[config.mk]
export PLATFORM = sky130hd
export DESIGN_NAME = fpu_addsub_param
export DESIGN_NICKNAME = d
export VERILOG_FILES = /design/src/rtl/fpu_addsub_param.sv
export SDC_FILE = /design/constraint.sdc
export NUM_CORES = 1
export LEC_CHECK = 0
export CAP_MARGIN = 15
export CORE_UTILIZATION = 40
export DETAILED_ROUTE_END_ITERATION = 7
export DONT_BUFFER_PORTS = 1
export GPL_TIMING_DRIVEN = 0
export PLACE_DENSITY = 0.58
export SYNTH_ARGS = -nofsm -noshare
export SYNTH_HDL_FRONTEND = slang
export SYNTH_SLANG_ARGS = --single-unit
[constraint.sdc]
create_clock -name clock100KHz -period 6.65 [get_ports clock100KHz]
set_input_delay 1.33 -clock clock100KHz [delete_from_list [all_inputs] [get_ports clock100KHz]]
set_output_delay 1.33 -clock clock100KHz [all_outputs]
set_load 0.1 [all_outputs]
[src/rtl/fpu_addsub_param.sv]
// Multi-cycle add/subtract for a {sign, exp[EXP_W], frac[FRAC_W]} float with RNE rounding.
// Define FPU_LZC_NORM_EN for single-cycle leading-zero-count normalisation.
module fpu_addsub_param #(
  parameter int unsigned EXP_W  = 6,
  parameter int unsigned FRAC_W = 25,
  localparam int unsigned W     = 1 + EXP_W + FRAC_W
) (
  input  logic         clock100KHz,
  input  logic         reset,
  input  logic         in_valid,
  output logic         in_ready,
  input  logic [W-1:0] op_a,
  input  logic [W-1:0] op_b,
  input  logic         sub,
  output logic         out_valid,
  input  logic         out_ready,
  output logic [W-1:0] data_out,
  output logic [3:0]   status_out,
  output logic         busy
);

  localparam int unsigned SigW = FRAC_W + 1;
  localparam int unsigned ExtW = SigW + 3;
  localparam int unsigned MagW = ExtW + 1;
  localparam logic [EXP_W-1:0] ExpMax = '1;
  localparam logic [EXP_W-1:0] ExpOne = 1;
`ifdef FPU_LZC_NORM_EN
  localparam int unsigned LzW = $clog2(ExtW) + 1;
`endif

  typedef enum logic [2:0] {
    StIdle, StAlign, StOperate, StNormalize, StRound, StDone
  } state_e;

  state_e            state_q, state_d;
  logic [W-1:0]      a_q, a_d, b_q, b_d;
  logic              sign_l_q, sign_l_d, sign_s_q, sign_s_d, sign_q, sign_d;
  logic [EXP_W-1:0]  exp_q, exp_d;
  logic [ExtW-1:0]   sig_l_q, sig_l_d, sig_s_q, sig_s_d;
  logic [MagW-1:0]   mag_q, mag_d;
  logic              ovf_q, ovf_d, unf_q, unf_d, zero_q, zero_d;
  logic [W-1:0]      data_q, data_d;
  logic [3:0]        status_q, status_d;

  logic [EXP_W-1:0]  ea, eb, exp_big, exp_small, diff;
  logic [SigW-1:0]   sig_a, sig_b, sig_big, sig_small;
  logic              a_big;
  logic [ExtW-1:0]   ext_small, shifted;
  logic [MagW-1:0]   op_mag;
  logic              op_sign;
  logic              g, r, s, lsb, inc, inexact;
  logic [SigW:0]     rnd;
`ifdef FPU_LZC_NORM_EN
  logic [LzW-1:0]    lz;
`endif

  always_comb begin
    state_d  = state_q;
    a_d      = a_q;
    b_d      = b_q;
    sign_l_d = sign_l_q;
    sign_s_d = sign_s_q;
    sign_d   = sign_q;
    exp_d    = exp_q;
    sig_l_d  = sig_l_q;
    sig_s_d  = sig_s_q;
    mag_d    = mag_q;
    ovf_d    = ovf_q;
    unf_d    = unf_q;
    zero_d   = zero_q;
    data_d   = data_q;
    status_d = status_q;

    ea    = a_q[W-2 -: EXP_W];
    eb    = b_q[W-2 -: EXP_W];
    sig_a = (ea == '0 && a_q[FRAC_W-1:0] == '0) ? '0 : {1'b1, a_q[FRAC_W-1:0]};
    sig_b = (eb == '0 && b_q[FRAC_W-1:0] == '0) ? '0 : {1'b1, b_q[FRAC_W-1:0]};
    a_big     = (ea >= eb);
    exp_big   = a_big ? ea : eb;
    exp_small = a_big ? eb : ea;
    sig_big   = a_big ? sig_a : sig_b;
    sig_small = a_big ? sig_b : sig_a;
    diff      = exp_big - exp_small;
    ext_small = {sig_small, 3'b000};
    // Bits pushed past the sticky position collapse into bit 0.
    if (32'(diff) >= ExtW) begin
      shifted    = '0;
      shifted[0] = |sig_small;
    end else begin
      shifted    = ext_small >> diff;
      shifted[0] = shifted[0] | (|(ext_small & ~({ExtW{1'b1}} << diff)));
    end

    if (sign_l_q == sign_s_q) begin
      op_mag  = {1'b0, sig_l_q} + {1'b0, sig_s_q};
      op_sign = sign_l_q;
    end else if (sig_l_q >= sig_s_q) begin
      op_mag  = {1'b0, sig_l_q - sig_s_q};
      op_sign = sign_l_q;
    end else begin
      op_mag  = {1'b0, sig_s_q - sig_l_q};
      op_sign = sign_s_q;
    end
    if (op_mag == '0) op_sign = 1'b0;

    g       = mag_q[2];
    r       = mag_q[1];
    s       = mag_q[0];
    lsb     = mag_q[3];
    inc     = g & (r | s | lsb);
    inexact = g | r | s;
    rnd     = {1'b0, mag_q[ExtW-1:3]} + (SigW+1)'(inc);

`ifdef FPU_LZC_NORM_EN
    lz = '0;
    for (int i = 0; i < ExtW; i++) begin
      if (mag_q[i]) lz = LzW'(ExtW - 1 - i);
    end
`endif

    unique case (state_q)
      StIdle: begin
        if (in_valid) begin
          a_d     = op_a;
          b_d     = {op_b[W-1] ^ sub, op_b[W-2:0]};
          state_d = StAlign;
        end
      end
      StAlign: begin
        sign_l_d = a_big ? a_q[W-1] : b_q[W-1];
        sign_s_d = a_big ? b_q[W-1] : a_q[W-1];
        exp_d    = exp_big;
        sig_l_d  = {sig_big, 3'b000};
        sig_s_d  = shifted;
        state_d  = StOperate;
      end
      StOperate: begin
        mag_d   = op_mag;
        sign_d  = op_sign;
        ovf_d   = 1'b0;
        unf_d   = 1'b0;
        zero_d  = 1'b0;
        state_d = StNormalize;
      end
      StNormalize: begin
`ifdef FPU_LZC_NORM_EN
        state_d = StRound;
        if (mag_q == '0) begin
          zero_d = 1'b1;
        end else if (mag_q[MagW-1]) begin
          if (exp_q == ExpMax) begin
            ovf_d = 1'b1;
          end else begin
            mag_d = {1'b0, mag_q[MagW-1:2], mag_q[1] | mag_q[0]};
            exp_d = exp_q + ExpOne;
          end
        end else if (32'(lz) <= 32'(exp_q)) begin
          mag_d = mag_q << lz;
          exp_d = exp_q - EXP_W'(lz);
        end else begin
          unf_d = 1'b1;
        end
`else
        if (mag_q == '0) begin
          zero_d  = 1'b1;
          state_d = StRound;
        end else if (mag_q[MagW-1]) begin
          if (exp_q == ExpMax) begin
            ovf_d   = 1'b1;
            state_d = StRound;
          end else begin
            mag_d = {1'b0, mag_q[MagW-1:2], mag_q[1] | mag_q[0]};
            exp_d = exp_q + ExpOne;
          end
        end else if (!mag_q[MagW-2]) begin
          if (exp_q == '0) begin
            unf_d   = 1'b1;
            state_d = StRound;
          end else begin
            mag_d = mag_q << 1;
            exp_d = exp_q - ExpOne;
          end
        end else begin
          state_d = StRound;
        end
`endif
      end
      StRound: begin
        state_d = StDone;
        if (ovf_q || (!unf_q && !zero_q && rnd[SigW] && exp_q == ExpMax)) begin
          data_d   = {sign_q, {EXP_W{1'b1}}, {FRAC_W{1'b1}}};
          status_d = 4'b0110;
        end else if (unf_q) begin
          data_d   = '0;
          status_d = 4'b1010;
        end else if (zero_q) begin
          data_d   = '0;
          status_d = 4'b0001;
        end else begin
          if (rnd[SigW]) data_d = {sign_q, exp_q + ExpOne, rnd[FRAC_W:1]};
          else           data_d = {sign_q, exp_q, rnd[FRAC_W-1:0]};
          status_d = inexact ? 4'b0010 : 4'b0001;
        end
      end
      StDone: begin
        if (out_ready) state_d = StIdle;
      end
      default: state_d = StIdle;
    endcase
  end

  always_ff @(posedge clock100KHz) begin
    if (reset) begin
      state_q  <= StIdle;
      a_q      <= '0;
      b_q      <= '0;
      sign_l_q <= 1'b0;
      sign_s_q <= 1'b0;
      sign_q   <= 1'b0;
      exp_q    <= '0;
      sig_l_q  <= '0;
      sig_s_q  <= '0;
      mag_q    <= '0;
      ovf_q    <= 1'b0;
      unf_q    <= 1'b0;
      zero_q   <= 1'b0;
      data_q   <= '0;
      status_q <= '0;
    end else begin
      state_q  <= state_d;
      a_q      <= a_d;
      b_q      <= b_d;
      sign_l_q <= sign_l_d;
      sign_s_q <= sign_s_d;
      sign_q   <= sign_d;
      exp_q    <= exp_d;
      sig_l_q  <= sig_l_d;
      sig_s_q  <= sig_s_d;
      mag_q    <= mag_d;
      ovf_q    <= ovf_d;
      unf_q    <= unf_d;
      zero_q   <= zero_d;
      data_q   <= data_d;
      status_q <= status_d;
    end
  end

  assign in_ready   = (state_q == StIdle);
  assign busy       = (state_q != StIdle);
  assign out_valid  = (state_q == StDone);
  assign data_out   = data_q;
  assign status_out = status_q;

endmodule

## Word level (Yosys, flattened, before mapping)

Cells that the tools add are included.

- Flip-flop bits (word level): 200
- Input bits: 69
- Logic and storage cells: 142

- Muxes and demuxes: 53
- Magnitude comparators: 3
- Shift-type cells: 2
- Bitwise logic cells: 9
- Equal/unequal tests: 21
- Add/subtract/negate cells: 7
- Reductions and logical operators: 30

Operators with widths:

| kind | number |
|---|---|
| $mux 30 | 4 |
| $mux 29 | 4 |
| $mux 26 | 4 |
| $mux 32 | 3 |
| $logic_not 30->1 | 2 |
| $pmux 30 s2 | 1 |
| $sub 29x29->29 | 2 |
| $logic_not 25->1 | 2 |
| $mux 6 | 7 |
| $mux 31 | 1 |
| $add 29x29->30 | 1 |
| $and 29x29->29 | 1 |
| $ge 29x29->1 | 1 |
| $not 29->29 | 1 |
| $reduce_or 29->1 | 1 |
| $shl 29x6->29 const A | 1 |
| $shr 29x6->29 | 1 |
| $add 26x1->27 | 1 |
| $reduce_or 26->1 | 1 |
| $mux 3 | 7 |
| $logic_not 6->1 | 3 |
| $pmux 3 s6 | 1 |
| $ne 2x2->1 const B | 8 |
| $reduce_and 5->1 | 3 |
| 31 further kinds | 64 |

## Longest topological paths before layout

- Word-level depth: 9
- Mapped depth: 25
- Mapped depth without buffers: 17

## Least setup slack after synthesis

Ideal clock, no wire load.

- Path type: register to register
- Start: reg a_q[25]
- End: reg sig_s_q[0]
- Setup time: 120 ps
- Path buffers: 7
- Data required time: 6530 ps
- Cell stages (with the launch flop): 24
- Data arrival time: 5216 ps
- Path slack: 1315 ps
- Period minus slack after synthesis: 5335 ps
- Cell sequence: dfxtp_1 inv_1 ha_1 buf_6 nand2b_1 a21o_1 a21oi_4 o21a_2 buf_4 buf_4 buf_4 buf_1 clkbuf_1 nor2_1 a21oi_1 ha_1 clkbuf_1 clkinv_1 mux4_2 mux2i_1 mux2_2 o41ai_2 o2111ai_1 o31a_1

- Word-level cells in the longest chain between the ends: 9
- Elaborated cells between the ends (all ways): 17

Ends and longest elaborated chain:

| element | RTL line | text |
|---|---|---|
| from (decl) | 36 | `logic [W-1:0] a_q, a_d, b_q, b_d;` |
| from (signal assigned) | 215 | `a_q <= '0;` |
| from (signal assigned) | 231 | `a_q <= a_d;` |
| $ge 6x6->1 | 78 | `a_big = (ea >= eb);` |
| $mux 6, on equally long branches | 79, 80 |  |
| $sub 6x6->6 | 83 | `diff = exp_big - exp_small;` |
| $shl 29x6->29 | 91 | `shifted[0] = shifted[0] \| (\|(ext_small & ~({ExtW{1'b1}} << diff)));` |
| $not 29->29 | 91 |  |
| $and 29x29->29 | 91 |  |
| $reduce_or 29->1 | 91 |  |
| $or 1x1->1 | 91 |  |
| $mux 29 * | 86 | `if (32'(diff) >= ExtW) begin` |
| to (signal assigned) | 238 | `sig_s_q <= sig_s_d;` |
| to (decl) | 39 | `logic [ExtW-1:0] sig_l_q, sig_l_d, sig_s_q, sig_s_d;` |

Mark *: on every way between the ends. The rest lies on a longest branch, timed or not.
A chain may end at the register's enable or synchronous reset.

## Final worst setup path

Ends and elaborated chain as after synthesis.

==> out/summary.md <==
The flow ran to the end, and the final reports show no timing, DRC or antenna violations. For this run, design rule violations remaining after detail routing come to 0. Setup violations remaining at the end of the flow were counted as 0.

The transition time at the pin with the least slew margin is 1.17 ns. The tools report the starting DRC count in detailed routing as 1574. The worst-case IR drop observed on VDD is 0.229 mV. The run gives 0.22 ns as the worst-case register-to-register setup slack. STA classifies the critical path endpoint as a flip-flop. Measured in cells, the most critical reg-to-reg path has a length of 22. The count of input and output buffers is 0, and the power per unit of standard cell area is 389 nW/um^2.

The fraction of registers with async set/reset came out at 0. In this run the number of H-tree levels came out at 4. The horizontal extent of the die was 198 um; the tightest slew margin relative to the limit was 0.217.

The setup path with the least slack is of type reg2reg. The logs give 7.01 ns for the endpoint required time on the critical path and 0.295 for the total track usage. The starting density of the core is 0.408, and the remaining antenna violation count after routing is 0.

The aggregate routed wire length was 58.0 mm; the routability-driven placement congestion ratio was 1.03. CTS saw 200 sinks. TritonCTS built the clock tree. Area enclosed by the die boundary: 39300 um^2. The count of mapped cells out of synthesis came out at 2052. The logs give 0 for the number of max-slew violations in the final report and 17 for the CTS buffer count. In this run the worst hold path is classified as reg2reg. The maximum clock skew at final layout was 0.0234 ns; the number of distinct library cell variants in the gate-level netlist after synthesis was 84. Once layout is complete, the cells apart from fillers number 2596. For the number of nets in the synthesized netlist, the log shows 2212. Dividing the synthesized area by the synthesized cell count gives 7.50 um^2. In this run, placement finished with an instance count of 2564. Entering global routing, the biggest net connects 20 pins.

Timing analysis after detailed placement gives a worst setup slack of -0.0123 ns. The kind of start point of the critical path is a flip-flop. Overall power consumption after layout is estimated at 0.00649 W.

In this run the static leakage power is 6.31 nW. Setup slack on the critical path of the routed design comes to 0.219 ns. For the finished layout, the period the worst path requires is 6.43 ns.

The final clock period utilization by the worst path came out at 0.967. Number of stages on the worst hold path: 2. The leading cell type in the layout, fill and taps excluded was sky130_fd_sc_hd__nand2_1. The aggregate global routing overflow was 0.

The number of enable flip-flop cells after synthesis works out to 0. Max-capacitance violation count: 0. The buffer cell driving the clock tree root was sky130_fd_sc_hd__clkbuf_16. The clock passes through at most 2 buffers. Dividing the detail-routed via count by the number of cells gives 6.13. Setup repair after global routing could not meet its margin everywhere.

The first global-routing pass estimated 88.6 mm of wire. From bottom edge to top edge, the die measures 198 um. Clock-pin slew was measured on the worst setup and hold paths at 0.08 ns. For the detailed placer's ending HPWL, the log shows 46.2 mm.

The synthesis-to-layout area growth was 8.50%. The run gives 0.47 ns as the source-to-sink clock delay at the later pin of the worst-skew pair. The logs give 15900 for the vias after detailed routing and 0 for the number of endpoints with negative hold slack in the final report.

Floorplan row count: 71. Pin placement for this block handled 108 I/O pins. Among all flip-flop cells after synthesis, the most frequent one is sky130_fd_sc_hd__dfxtp_1.

The total area inside the core boundary comes to 37800 um^2. The post-synthesis register bit count was 200. For the data arrival time of the critical path, the log shows 6.79 ns.

The first TritonRoute pass finished after 6 iterations. The maximum clock frequency was 156 MHz. Post-CTS timing repair inserted 0 buffers for setup. Leaving out fill and tap cells, the most frequent cells in the layout are sky130_fd_sc_hd__nand2_1 (288), sky130_fd_sc_hd__a21oi_1 (221), sky130_fd_sc_hd__dfxtp_1 (200), sky130_fd_sc_hd__nor2_1 (171), sky130_fd_sc_hd__clkbuf_1 (123). The routed length per placed instance is 22.3 um. The maximum fanout encountered on the critical timing path was 10. Number of antenna violations at the first check in global routing: 1.

The number of warnings reported in the yosys synthesis log is 0, and the count of nets after finishing is 2231. The share of final-layout standard cells stronger than drive strength 1 was 0.0465; the share of the yosys chip area belonging to registers was 0.260. The cell area that synthesis handed to floorplanning was 15400 um^2.

For the number of global-route vias before repair, the log shows 14800.
-- state kept, by name (all words and copies together), names as in the netlist, 3 cells and up --
register	flops
b_q	32
status_out	4
data_out	32
a_q	32
sig_s_q	29
sig_l_q	26
state_q	3
exp_q	6
mag_q	30
-- cells by family after synthesis --
| family | Yosys count | share of synthesized area |
|---|---|---|
| compound gates | 652 | 0.282 |
| xor+xnor | 54 | 0.0312 |
| fa+ha+maj | 91 | 0.0750 |
| buf+inv | 246 | 0.0619 |
| flops | 200 | 0.260 |
| mux | 113 | 0.0850 |
| simple gates | 696 | 0.205 |
-- critical path, stage by stage, from the launching register on --
cell	delay [ns]
sky130_fd_sc_hd__dfxtp_1	0.43
sky130_fd_sc_hd__inv_1	0.12
sky130_fd_sc_hd__ha_1	0.31
sky130_fd_sc_hd__buf_6	0.15
sky130_fd_sc_hd__nand2b_1	0.15
sky130_fd_sc_hd__a21o_1	0.20
sky130_fd_sc_hd__a21oi_4	0.21
sky130_fd_sc_hd__o21a_2	0.23
sky130_fd_sc_hd__buf_4	0.23
sky130_fd_sc_hd__buf_4	0.26
sky130_fd_sc_hd__buf_4	0.26
sky130_fd_sc_hd__buf_1	0.43
sky130_fd_sc_hd__clkbuf_1	0.43
sky130_fd_sc_hd__nor2_1	0.08
sky130_fd_sc_hd__a21oi_1	0.22
sky130_fd_sc_hd__ha_1	0.46
sky130_fd_sc_hd__clkinv_2	0.27
sky130_fd_sc_hd__mux4_2	0.42
sky130_fd_sc_hd__mux2i_1	0.15
sky130_fd_sc_hd__mux2_2	0.36
sky130_fd_sc_hd__o41ai_2	0.41
sky130_fd_sc_hd__o2111ai_1	0.17
sky130_fd_sc_hd__o31a_1	0.33
-- routing by layer --
| metal | part of all wire | up-vias | global-route usage | routed length, um |
|---|---|---|---|---|
| li1 | - | 7518 | - | - |
| met3 | 0.062 | 121 | 0.0436 | 3610 |
| met5 | 0 | - | 0 | 0 |
| met4 | 0.041 | 0 | 0.129 | 2370 |
| met2 | 0.45 | 679 | 0.467 | 26000 |
| met1 | 0.45 | 7597 | 0.396 | 26000 |
-- final timing paths --
path / from / end
max reg2reg: a_q[25]$_SDFFE_PP0P_ / sig_s_q[0]$_SDFFE_PP0P_
min reg2reg: b_q[2]$_SDFFE_PP0P_ / b_q[2]$_SDFFE_PP0P_
max: a_q[25]$_SDFFE_PP0P_ / sig_s_q[0]$_SDFFE_PP0P_
min: b_q[2]$_SDFFE_PP0P_ / b_q[2]$_SDFFE_PP0P_
-- final cells by class --
cell class / count / area [um^2]
Fill cell: 3936 / 21100
Timing Repair Buffer: 1 / 15.0
Antenna cell: 1 / 2.50
Clock buffer: 17 / 425
Clock inverter: 15 / 215
Buffer: 151 / 598
Tap cell: 511 / 639
Multi-Input combinational cell: 1606 / 10400
Sequential cell: 200 / 4000
Inverter: 94 / 354
-- repair_timing --
action,4_1_cts,5_1_grt
hold buffers,0,0
endpoints found under the setup margin,1,11
gates resized for setup,1,2
-- per-stage QoR --
stage	util	hold WS, ns	cell area (um^2)	TNS, ns
after floorplan	-	0.450	15400	0
after global placement	0.425	0.477	16000	0
after detailed placement	0.425	0.483	16100	-0.0123
after CTS	0.442	0.494	16700	0
after global routing	0.442	0.520	16700	-0.0289
final	0.442	0.497	16700	0
-- cells in the mapped netlist (12+ instances only) --
library cell	number	area, um^2
sky130_fd_sc_hd__a221oi_1	18	158
sky130_fd_sc_hd__o21ai_0	108	541
sky130_fd_sc_hd__nor4_1	30	188
sky130_fd_sc_hd__nor3_1	47	235
sky130_fd_sc_hd__o31ai_1	12	90.1
sky130_fd_sc_hd__xnor2_1	40	350
sky130_fd_sc_hd__nand2b_1	21	131
sky130_fd_sc_hd__clkbuf_1	125	469
sky130_fd_sc_hd__nand3_1	35	175
sky130_fd_sc_hd__a211oi_1	45	338
sky130_fd_sc_hd__nand4_1	25	156
sky130_fd_sc_hd__nor2_1	171	642
sky130_fd_sc_hd__inv_1	93	349
sky130_fd_sc_hd__a31oi_1	16	100
sky130_fd_sc_hd__a22oi_1	26	195
sky130_fd_sc_hd__nand2_1	288	1080
sky130_fd_sc_hd__and3_1	15	93.8
sky130_fd_sc_hd__a311oi_1	20	175
sky130_fd_sc_hd__nor2b_1	14	87.6
sky130_fd_sc_hd__ha_1	89	1110
sky130_fd_sc_hd__a21o_1	19	143
sky130_fd_sc_hd__mux2i_1	89	891
sky130_fd_sc_hd__mux4_2	13	293
sky130_fd_sc_hd__buf_1	14	52.6
sky130_fd_sc_hd__o211ai_1	23	173
sky130_fd_sc_hd__a21oi_1	221	1110
sky130_fd_sc_hd__a22o_1	12	105
sky130_fd_sc_hd__xor2_1	13	114
sky130_fd_sc_hd__dfxtp_1	200	4000
sky130_fd_sc_hd__a222oi_1	20	200
-- power by group --
part | switching [W] | internal, W | total, W
registers | 0.000253 | 0.00134 | 0.00159
clock network | 0.000539 | 0.000611 | 0.00115
logic | 0.00248 | 0.00127 | 0.00375
total | 0.00327 | 0.00322 | 0.00649
Power figures use the tool's default switching activity.
